<file path="src/rtl/uart_tx_arbiter.sv">
// uart_tx_arbiter
//
// Lets NUM_REQ byte-stream requesters (for example ROM-driven message
// printers) share one UART transmitter. Arbitration is round-robin. A
// requester keeps the transmitter for a whole message, until the byte it
// flags as last has been issued. The arbiter talks to each requester with a
// valid/ready handshake. It talks to the UART with a byte plus a one-cycle
// strobe, and watches the UART busy flag.
//
// Ports
//   clk          system clock
//   rst_n        asynchronous active-low reset
//   req_data     byte from requester i on bits [8i+7:8i]
//   req_valid    requester i has a byte available
//   req_last     byte from requester i ends its message
//   req_ready    combinational; byte from requester i is consumed this cycle
//   tx_data      registered byte to the UART TX, holds between strobes
//   new_tx_data  registered one-cycle strobe, tx_data is valid
//   tx_busy      UART TX busy
//   grant_valid  a requester currently owns the transmitter
//   grant_id     index of the owning requester
//
// Timing with GUARD_CYCLES = G
//   req_valid in IDLE -> SEND one cycle later.
//   The byte and its strobe appear one cycle after req_ready.
//   The next byte of the same message can be strobed G+1 cycles later.
//   The grant is released G+1 cycles after the final strobe.

module uart_tx_arbiter #(
  parameter int NUM_REQ       = 4,    // 2..4
  parameter int ID_W          = 2,    // NUM_REQ <= 2**ID_W
  parameter int GUARD_CYCLES  = 2,    // 1..15
  parameter int STALL_TIMEOUT = 1023  // 0 disables the stall timeout
) (
  input  logic                 clk,
  input  logic                 rst_n,
  input  logic [8*NUM_REQ-1:0] req_data,
  input  logic [NUM_REQ-1:0]   req_valid,
  input  logic [NUM_REQ-1:0]   req_last,
  output logic [NUM_REQ-1:0]   req_ready,
  output logic [7:0]           tx_data,
  output logic                 new_tx_data,
  input  logic                 tx_busy,
  output logic                 grant_valid,
  output logic [ID_W-1:0]      grant_id
);

  localparam int STALL_W = (STALL_TIMEOUT < 2) ? 1 : $clog2(STALL_TIMEOUT + 1);
  localparam logic [STALL_W-1:0] STALL_MAX  = '1;
  localparam logic [STALL_W-1:0] STALL_LAST =
    (STALL_TIMEOUT == 0) ? '0 : STALL_W'(STALL_TIMEOUT - 1);
  localparam logic [3:0]      GUARD_LOAD = 4'(GUARD_CYCLES);
  localparam logic [ID_W-1:0] LAST_ID    = ID_W'(NUM_REQ - 1);

  typedef enum logic [1:0] {
    IDLE  = 2'd0,
    SEND  = 2'd1,
    GUARD = 2'd2
  } state_t;

  state_t              state_q, state_d;
  logic                grant_valid_d;
  logic [ID_W-1:0]     grant_id_d;
  logic [ID_W-1:0]     rr_ptr, rr_ptr_d;
  logic [7:0]          tx_data_d;
  logic                new_tx_data_d;
  logic                last_q, last_d;
  logic [3:0]          guard_cnt, guard_d;
  logic [STALL_W-1:0]  stall_cnt, stall_d;

  // Signals of the granted requester.
  logic [7:0]          sel_data;
  logic                sel_valid;
  logic                sel_last;
  logic [NUM_REQ-1:0]  grant_onehot;

  // Round-robin scan result.
  logic                win_found;
  logic [ID_W-1:0]     win_id;
  logic [ID_W-1:0]     next_ptr;

  // ---------------------------------------------------------------------------
  // Select the lanes of the current owner.
  // ---------------------------------------------------------------------------
  // NOTE: every signal driven from an always_comb gets a default first, so an
  // unassigned path can never infer a latch.
  always_comb begin
    sel_data     = '0;
    sel_valid    = 1'b0;
    sel_last     = 1'b0;
    grant_onehot = '0;
    for (int i = 0; i < NUM_REQ; i++) begin
      if (grant_id == ID_W'(i)) begin
        sel_data        = req_data[8*i +: 8];
        sel_valid       = req_valid[i];
        sel_last        = req_last[i];
        grant_onehot[i] = 1'b1;
      end
    end
  end

  // ---------------------------------------------------------------------------
  // Round-robin scan. Start at rr_ptr and wrap modulo NUM_REQ. The first
  // valid requester wins.
  // ---------------------------------------------------------------------------
  always_comb begin
    win_found = 1'b0;
    win_id    = '0;
    for (int k = 0; k < NUM_REQ; k++) begin
      int idx;
      idx = int'(rr_ptr) + k;
      if (idx >= NUM_REQ) idx = idx - NUM_REQ;
      if (!win_found && req_valid[idx]) begin
        win_found = 1'b1;
        win_id    = ID_W'(idx);
      end
    end
  end

  // The owner that just finished gets the lowest priority next round.
  assign next_ptr = (grant_id == LAST_ID) ? '0 : grant_id + 1'b1;

  // ---------------------------------------------------------------------------
  // Next-state and output logic.
  // ---------------------------------------------------------------------------
  always_comb begin
    state_d       = state_q;
    grant_valid_d = grant_valid;
    grant_id_d    = grant_id;
    rr_ptr_d      = rr_ptr;
    tx_data_d     = tx_data;
    new_tx_data_d = 1'b0;
    last_d        = last_q;
    guard_d       = guard_cnt;
    stall_d       = stall_cnt;
    req_ready     = '0;

    unique case (state_q)
      IDLE: begin
        if (win_found) begin
          grant_id_d    = win_id;
          grant_valid_d = 1'b1;
          stall_d       = '0;
          state_d       = SEND;
        end
      end

      SEND: begin
        // A busy UART freezes everything, including the stall timer. A slow
        // UART must never look like a stalled requester.
        if (!tx_busy) begin
          if (sel_valid) begin
            req_ready     = grant_onehot;
            tx_data_d     = sel_data;
            new_tx_data_d = 1'b1;
            last_d        = sel_last;
            guard_d       = GUARD_LOAD;
            stall_d       = '0;
            state_d       = GUARD;
          end else if (STALL_TIMEOUT != 0 && stall_cnt == STALL_LAST) begin
            // The requester went quiet mid-message for too long, so the
            // transmitter is given to the others.
            grant_valid_d = 1'b0;
            rr_ptr_d      = next_ptr;
            stall_d       = '0;
            state_d       = IDLE;
          end else if (stall_cnt != STALL_MAX) begin
            stall_d = stall_cnt + 1'b1;
          end
        end
      end

      GUARD: begin
        // tx_busy is ignored here. The UART raises it a few cycles after the
        // strobe. A mid-message byte goes back to SEND as the count reaches
        // zero, so bytes are GUARD_CYCLES+1 cycles apart. A last byte spends
        // the slot the next SEND would have used at zero. That puts the
        // release on the same cadence.
        if (guard_cnt > 4'd1) begin
          guard_d = guard_cnt - 4'd1;
        end else if (guard_cnt == 4'd1 && last_q) begin
          guard_d = '0;
        end else begin
          guard_d = '0;
          if (last_q) begin
            grant_valid_d = 1'b0;
            rr_ptr_d      = next_ptr;
            stall_d       = '0;
            state_d       = IDLE;
          end else begin
            state_d = SEND;
          end
        end
      end

      default: begin
        grant_valid_d = 1'b0;
        state_d       = IDLE;
      end
    endcase
  end

  // ---------------------------------------------------------------------------
  // State registers.
  // ---------------------------------------------------------------------------
  // NOTE: sequential state uses non-blocking assignments. Every register then
  // samples the values from before the edge, whatever the statement order.
  always_ff @(posedge clk or negedge rst_n) begin
    if (!rst_n) begin
      state_q     <= IDLE;
      grant_valid <= 1'b0;
      grant_id    <= '0;
      rr_ptr      <= '0;
      tx_data     <= '0;
      new_tx_data <= 1'b0;
      last_q      <= 1'b0;
      guard_cnt   <= '0;
      stall_cnt   <= '0;
    end else begin
      state_q     <= state_d;
      grant_valid <= grant_valid_d;
      grant_id    <= grant_id_d;
      rr_ptr      <= rr_ptr_d;
      tx_data     <= tx_data_d;
      new_tx_data <= new_tx_data_d;
      last_q      <= last_d;
      guard_cnt   <= guard_d;
      stall_cnt   <= stall_d;
    end
  end

endmodule

</file>
<file path="config.mk">
export PLATFORM = sky130hd
export DESIGN_NAME = uart_tx_arbiter
export DESIGN_NICKNAME = d
export VERILOG_FILES = /design/src/rtl/uart_tx_arbiter.sv
export SDC_FILE = /design/constraint.sdc
export NUM_CORES = 1
export LEC_CHECK = 0
export ABC_AREA = 1
export ABC_CLOCK_PERIOD_IN_PS = 1700
export CAP_MARGIN = 20
export CORE_MARGIN = 4
export CORE_UTILIZATION = 30
export DETAILED_ROUTE_END_ITERATION = 6
export PLACE_DENSITY_LB_ADDON = 0.1
export SETUP_SLACK_MARGIN = 0.05
export SLEW_MARGIN = 20
export SYNTH_ARGS = -nofsm -noshare
export SYNTH_HDL_FRONTEND = slang
export SYNTH_SLANG_ARGS = --single-unit
</file>
<file path="constraint.sdc">
create_clock -name clk -period 1.7 [get_ports clk]
set_clock_uncertainty 0.15 [all_clocks]
set_input_delay 0.17 -clock clk [delete_from_list [all_inputs] [get_ports clk]]
set_output_delay 0.17 -clock clk [all_outputs]
set_load 0.02 [all_outputs]
</file>
==> impl_summary.log <==
INFO  metric status = finished, violations left
INFO  metric violations = negative setup slack
INFO  metric critical-path-slowest-cell = sky130_fd_sc_hd__dfrtp_2
INFO  metric worst-setup-path-type = register to primary output
INFO  metric boundaryPins = 59
INFO  metric per_instance_average_area_after_synthesis = 6.98 µm²
INFO  metric ctsRootBufferMaster = sky130_fd_sc_hd__clkbuf_8
INFO  metric global_route_wire_length_before_repair = 13200 µm
INFO  metric mostFrequentLayoutCell = sky130_fd_sc_hd__nand2_1
INFO  metric clock.fmax = 515 MHz
INFO  metric cts_tree = yes
INFO  metric maxSlewHeadroom = 72.0%
INFO  metric synth_top_area_share = 31.9%
INFO  metric netlist.top_cell.by_area = sky130_fd_sc_hd__dfrtp_1
INFO  metric critical_path_cell_count = 10
INFO  metric synthesis_warnings = 0
INFO  metric slowest_delay = 0.44 ns
INFO  metric rsz0062_at_grt = yes
INFO  metric dieArea = 9600 µm²
INFO  metric cp.buffers_inverters = 3
INFO  metric fin_nets = 532
INFO  metric rr_startpoint = grant_id[1]
INFO  metric dpl_worst_slack = -0.454 ns
INFO  metric timing.critical_path.to_type = primary output
INFO  metric static-leakage-power = 1.97 nW
INFO  metric post-place-cells = 563
INFO  metric die_width = 98.0 µm
INFO  metric cts-htree-levels = 2
INFO  metric postSynthCellCount = 348
INFO  metric clkSlewWorstSetupHoldPaths = 0.09 ns
INFO  metric path_common_cell = sky130_fd_sc_hd__nand2_2
INFO  metric final_cycle_share = 114%
INFO  metric final-max-slew-violation-count = 0
INFO  metric detailed_place_hpwl = 5680 µm
INFO  metric avgRoutedWirePerCell = 13.7 µm
INFO  metric rows = 32
INFO  metric synth-seq-cells = 31
INFO  metric drive_above_1_share = 40.5%
INFO  metric netlist_top_cells_area = sky130_fd_sc_hd__dfrtp_1, sky130_fd_sc_hd__nand2_1, sky130_fd_sc_hd__nand3_1
INFO  metric ff2ff_path_depth = 12
INFO  metric via_per_inst = 4.73
INFO  metric synth-seq-area-share = 31.9%
INFO  metric number_of_violations_reported_at_the_end_of_detailed_routing_iteration_0 = 66
INFO  metric drt-total-wl = 8010 µm
INFO  metric synthesis.area = 2430 µm²
INFO  metric timing.critical_path.arrival = 1.62 ns
INFO  metric yosysUniqueCellTypes = 36
INFO  metric grt_overflow_total = 0
INFO  metric place.gp.congestion = 0.834
INFO  metric path_cells = inv_4, ha_4, inv_2, nand3_2, nand2_2, nand2_2, nand2_4, nand2_8, nor2_4, buf_6
INFO  metric cp_top_family = simple AND/OR/NAND/NOR gates
INFO  metric first_pass_iters = 4
INFO  metric die-height = 98.0 µm
INFO  metric setup_tns = -5.01 ns
INFO  metric worstPathRequired = 1.38 ns
INFO  metric worstSkewPairLatency = 0.30 ns
INFO  metric drc = 0
INFO  metric irDropWorstVdd = 0.533 mV
INFO  metric worst_hold_path_type = input port to async pin
INFO  metric initial_core_utilization = 31.1%
INFO  metric syn2layout_area_growth = 73.5%
INFO  metric pin_count_of_the_biggest_net_entering_global_routing = 32
INFO  metric antenna-diode-count = 0
INFO  metric antenna_left = 0
INFO  metric numCtsBuffers = 5
INFO  metric maxCapViolations = 0
INFO  metric via_count = 2763
INFO  metric final_cell_area = 4210 µm²
INFO  metric post_dp_cell_area = 3610 µm²
INFO  metric power.density_cell_area = 1720 nW/µm²
INFO  metric number_of_global_route_vias_before_repair = 2803
INFO  metric finalHoldViolCount = 0
INFO  metric cts.path.max_buffers = 2
INFO  metric final_cell_count_no_fill = 584
INFO  metric design.core.area = 7810 µm²
INFO  metric buffer_ports.inserted = 58
INFO  metric p_total = 7.26 mW
INFO  metric synthesis.nets = 399
INFO  metric final.setup.worst_slack = -0.243 ns
INFO  metric crit_fanout = 5
INFO  metric crit_path_start = grant_id[1]
INFO  metric tightest_pin_transition = 0.420 ns
INFO  metric finalCriticalPeriod = 1.94 ns
INFO  metric cts.sink_count = 31
INFO  metric grt_usage = 16.6%
INFO  metric antenna_violations_before_repair = 0
INFO  metric setup.worst_path.start_class = register
INFO  metric mostFrequentLayoutCells = sky130_fd_sc_hd__nand2_1, sky130_fd_sc_hd__buf_4, sky130_fd_sc_hd__clkdlybuf4s50_1
INFO  metric finalSetupViolations = 34
[final timing paths]
kind	slack, ns	to
worst max-delay path	-0.24	req_ready[0]
min in group clk	0.30	tx_data[1]
worst min register to register	0.35	grant_valid
max in group asynchronous	0.93	grant_id[0]
worst min-delay path	0.12	stall_cnt[5]
worst max register to register	-0.23	stall_cnt[9]
[sequential cells by signal, indices dropped and copies added, names as in the netlist]
name / flops
last_q: 1
grant_id: 2
new_tx_data: 1
stall_cnt: 10
state_q: 2
rr_ptr: 2
tx_data: 8
grant_valid: 1
guard_cnt: 4
[final cells by class]
type	count	area, µm²
Fill cell	741	3590
Multi-Input combinational cell	277	1850
Timing Repair Buffer	130	1190
Sequential cell	31	782
Inverter	36	154
Tap cell	102	128
Clock buffer	5	68.8
Clock inverter	3	43.8
[power breakdown]
part | total [mW] | switching [mW] | internal, mW
clock network | 0.754 | 0.317 | 0.437
logic | 5.26 | 2.87 | 2.38
registers | 1.25 | 0.245 | 1.00
[Yosys cell counts]
master                     number
sky130_fd_sc_hd__buf_6          3
sky130_fd_sc_hd__nand4_4        1
sky130_fd_sc_hd__or2_2          1
sky130_fd_sc_hd__o21ai_1        2
sky130_fd_sc_hd__a31oi_1        9
sky130_fd_sc_hd__a21boi_0       1
sky130_fd_sc_hd__nand3_2        2
sky130_fd_sc_hd__a21oi_1       14
sky130_fd_sc_hd__nand2_2        7
sky130_fd_sc_hd__nor2_4         3
sky130_fd_sc_hd__o211ai_1       9
sky130_fd_sc_hd__nand2_1      116
sky130_fd_sc_hd__clkbuf_1       3
sky130_fd_sc_hd__inv_1         25
sky130_fd_sc_hd__nor2_2         4
sky130_fd_sc_hd__a21oi_4        1
sky130_fd_sc_hd__buf_2          1
sky130_fd_sc_hd__xnor2_1        1
sky130_fd_sc_hd__nor3_1         4
sky130_fd_sc_hd__clkinv_1       2
sky130_fd_sc_hd__nand3b_4       1
sky130_fd_sc_hd__inv_2          9
sky130_fd_sc_hd__o21ai_0        8
sky130_fd_sc_hd__nand3_4        1
sky130_fd_sc_hd__o22ai_1        1
sky130_fd_sc_hd__nand2_4        3
sky130_fd_sc_hd__nand3b_1       1
sky130_fd_sc_hd__o21ai_2        1
sky130_fd_sc_hd__nor2_1        34
sky130_fd_sc_hd__nand4_1        3
sky130_fd_sc_hd__dfrtp_1       31
sky130_fd_sc_hd__o21bai_1       1
sky130_fd_sc_hd__xor2_1         6
sky130_fd_sc_hd__nand3_1       29
sky130_fd_sc_hd__ha_1           8
sky130_fd_sc_hd__nor2_8         2
[worst register-to-register path, stage by stage, from the launching register on]
cell,delay (ns)
sky130_fd_sc_hd__dfrtp_2,0.44
sky130_fd_sc_hd__inv_4,0.06
sky130_fd_sc_hd__ha_4,0.17
sky130_fd_sc_hd__a21oi_2,0.13
sky130_fd_sc_hd__nand2_2,0.08
sky130_fd_sc_hd__nand2_2,0.08
sky130_fd_sc_hd__nand2_4,0.07
sky130_fd_sc_hd__buf_6,0.14
sky130_fd_sc_hd__nor2_8,0.19
sky130_fd_sc_hd__nand2_4,0.10
sky130_fd_sc_hd__nand3_4,0.15
sky130_fd_sc_hd__nand2_1,0.06
sky130_fd_sc_hd__nand2_1,0.06
[per-layer routing]
metal  global-route usage, %  wire [µm]
met2                    29.6       4100
met4                    4.26         65
met1                    20.0       3430
met5                       0          0
met3                    4.14        416
[cell families after synthesis]
family	share of synthesized area, %
and+or+nand+nor	41.8
AOI/OAI and AO/OA	12.0
buffers and inverters	7.62
DFF	31.9
adders and majority gates	4.12
xor gates and xnor gates	2.52
[through the flow]
stage / util [%] / hold slack, ns
floorplan: - / -0.276
global placement: 46.2 / 0.336
detailed placement: 46.2 / 0.335
CTS: 51.4 / 0.134
global route: 54.0 / 0.168
finish: 54.0 / 0.124
[timing repair]
item,4_1_cts,5_1_grt
pin swaps,36,21
hold buffers,0,0
gates resized for setup,95,43
gates cloned,2,2
endpoints found under the setup margin,36,36
setup buffers,7,3
Power figures use the tool's default switching activity.
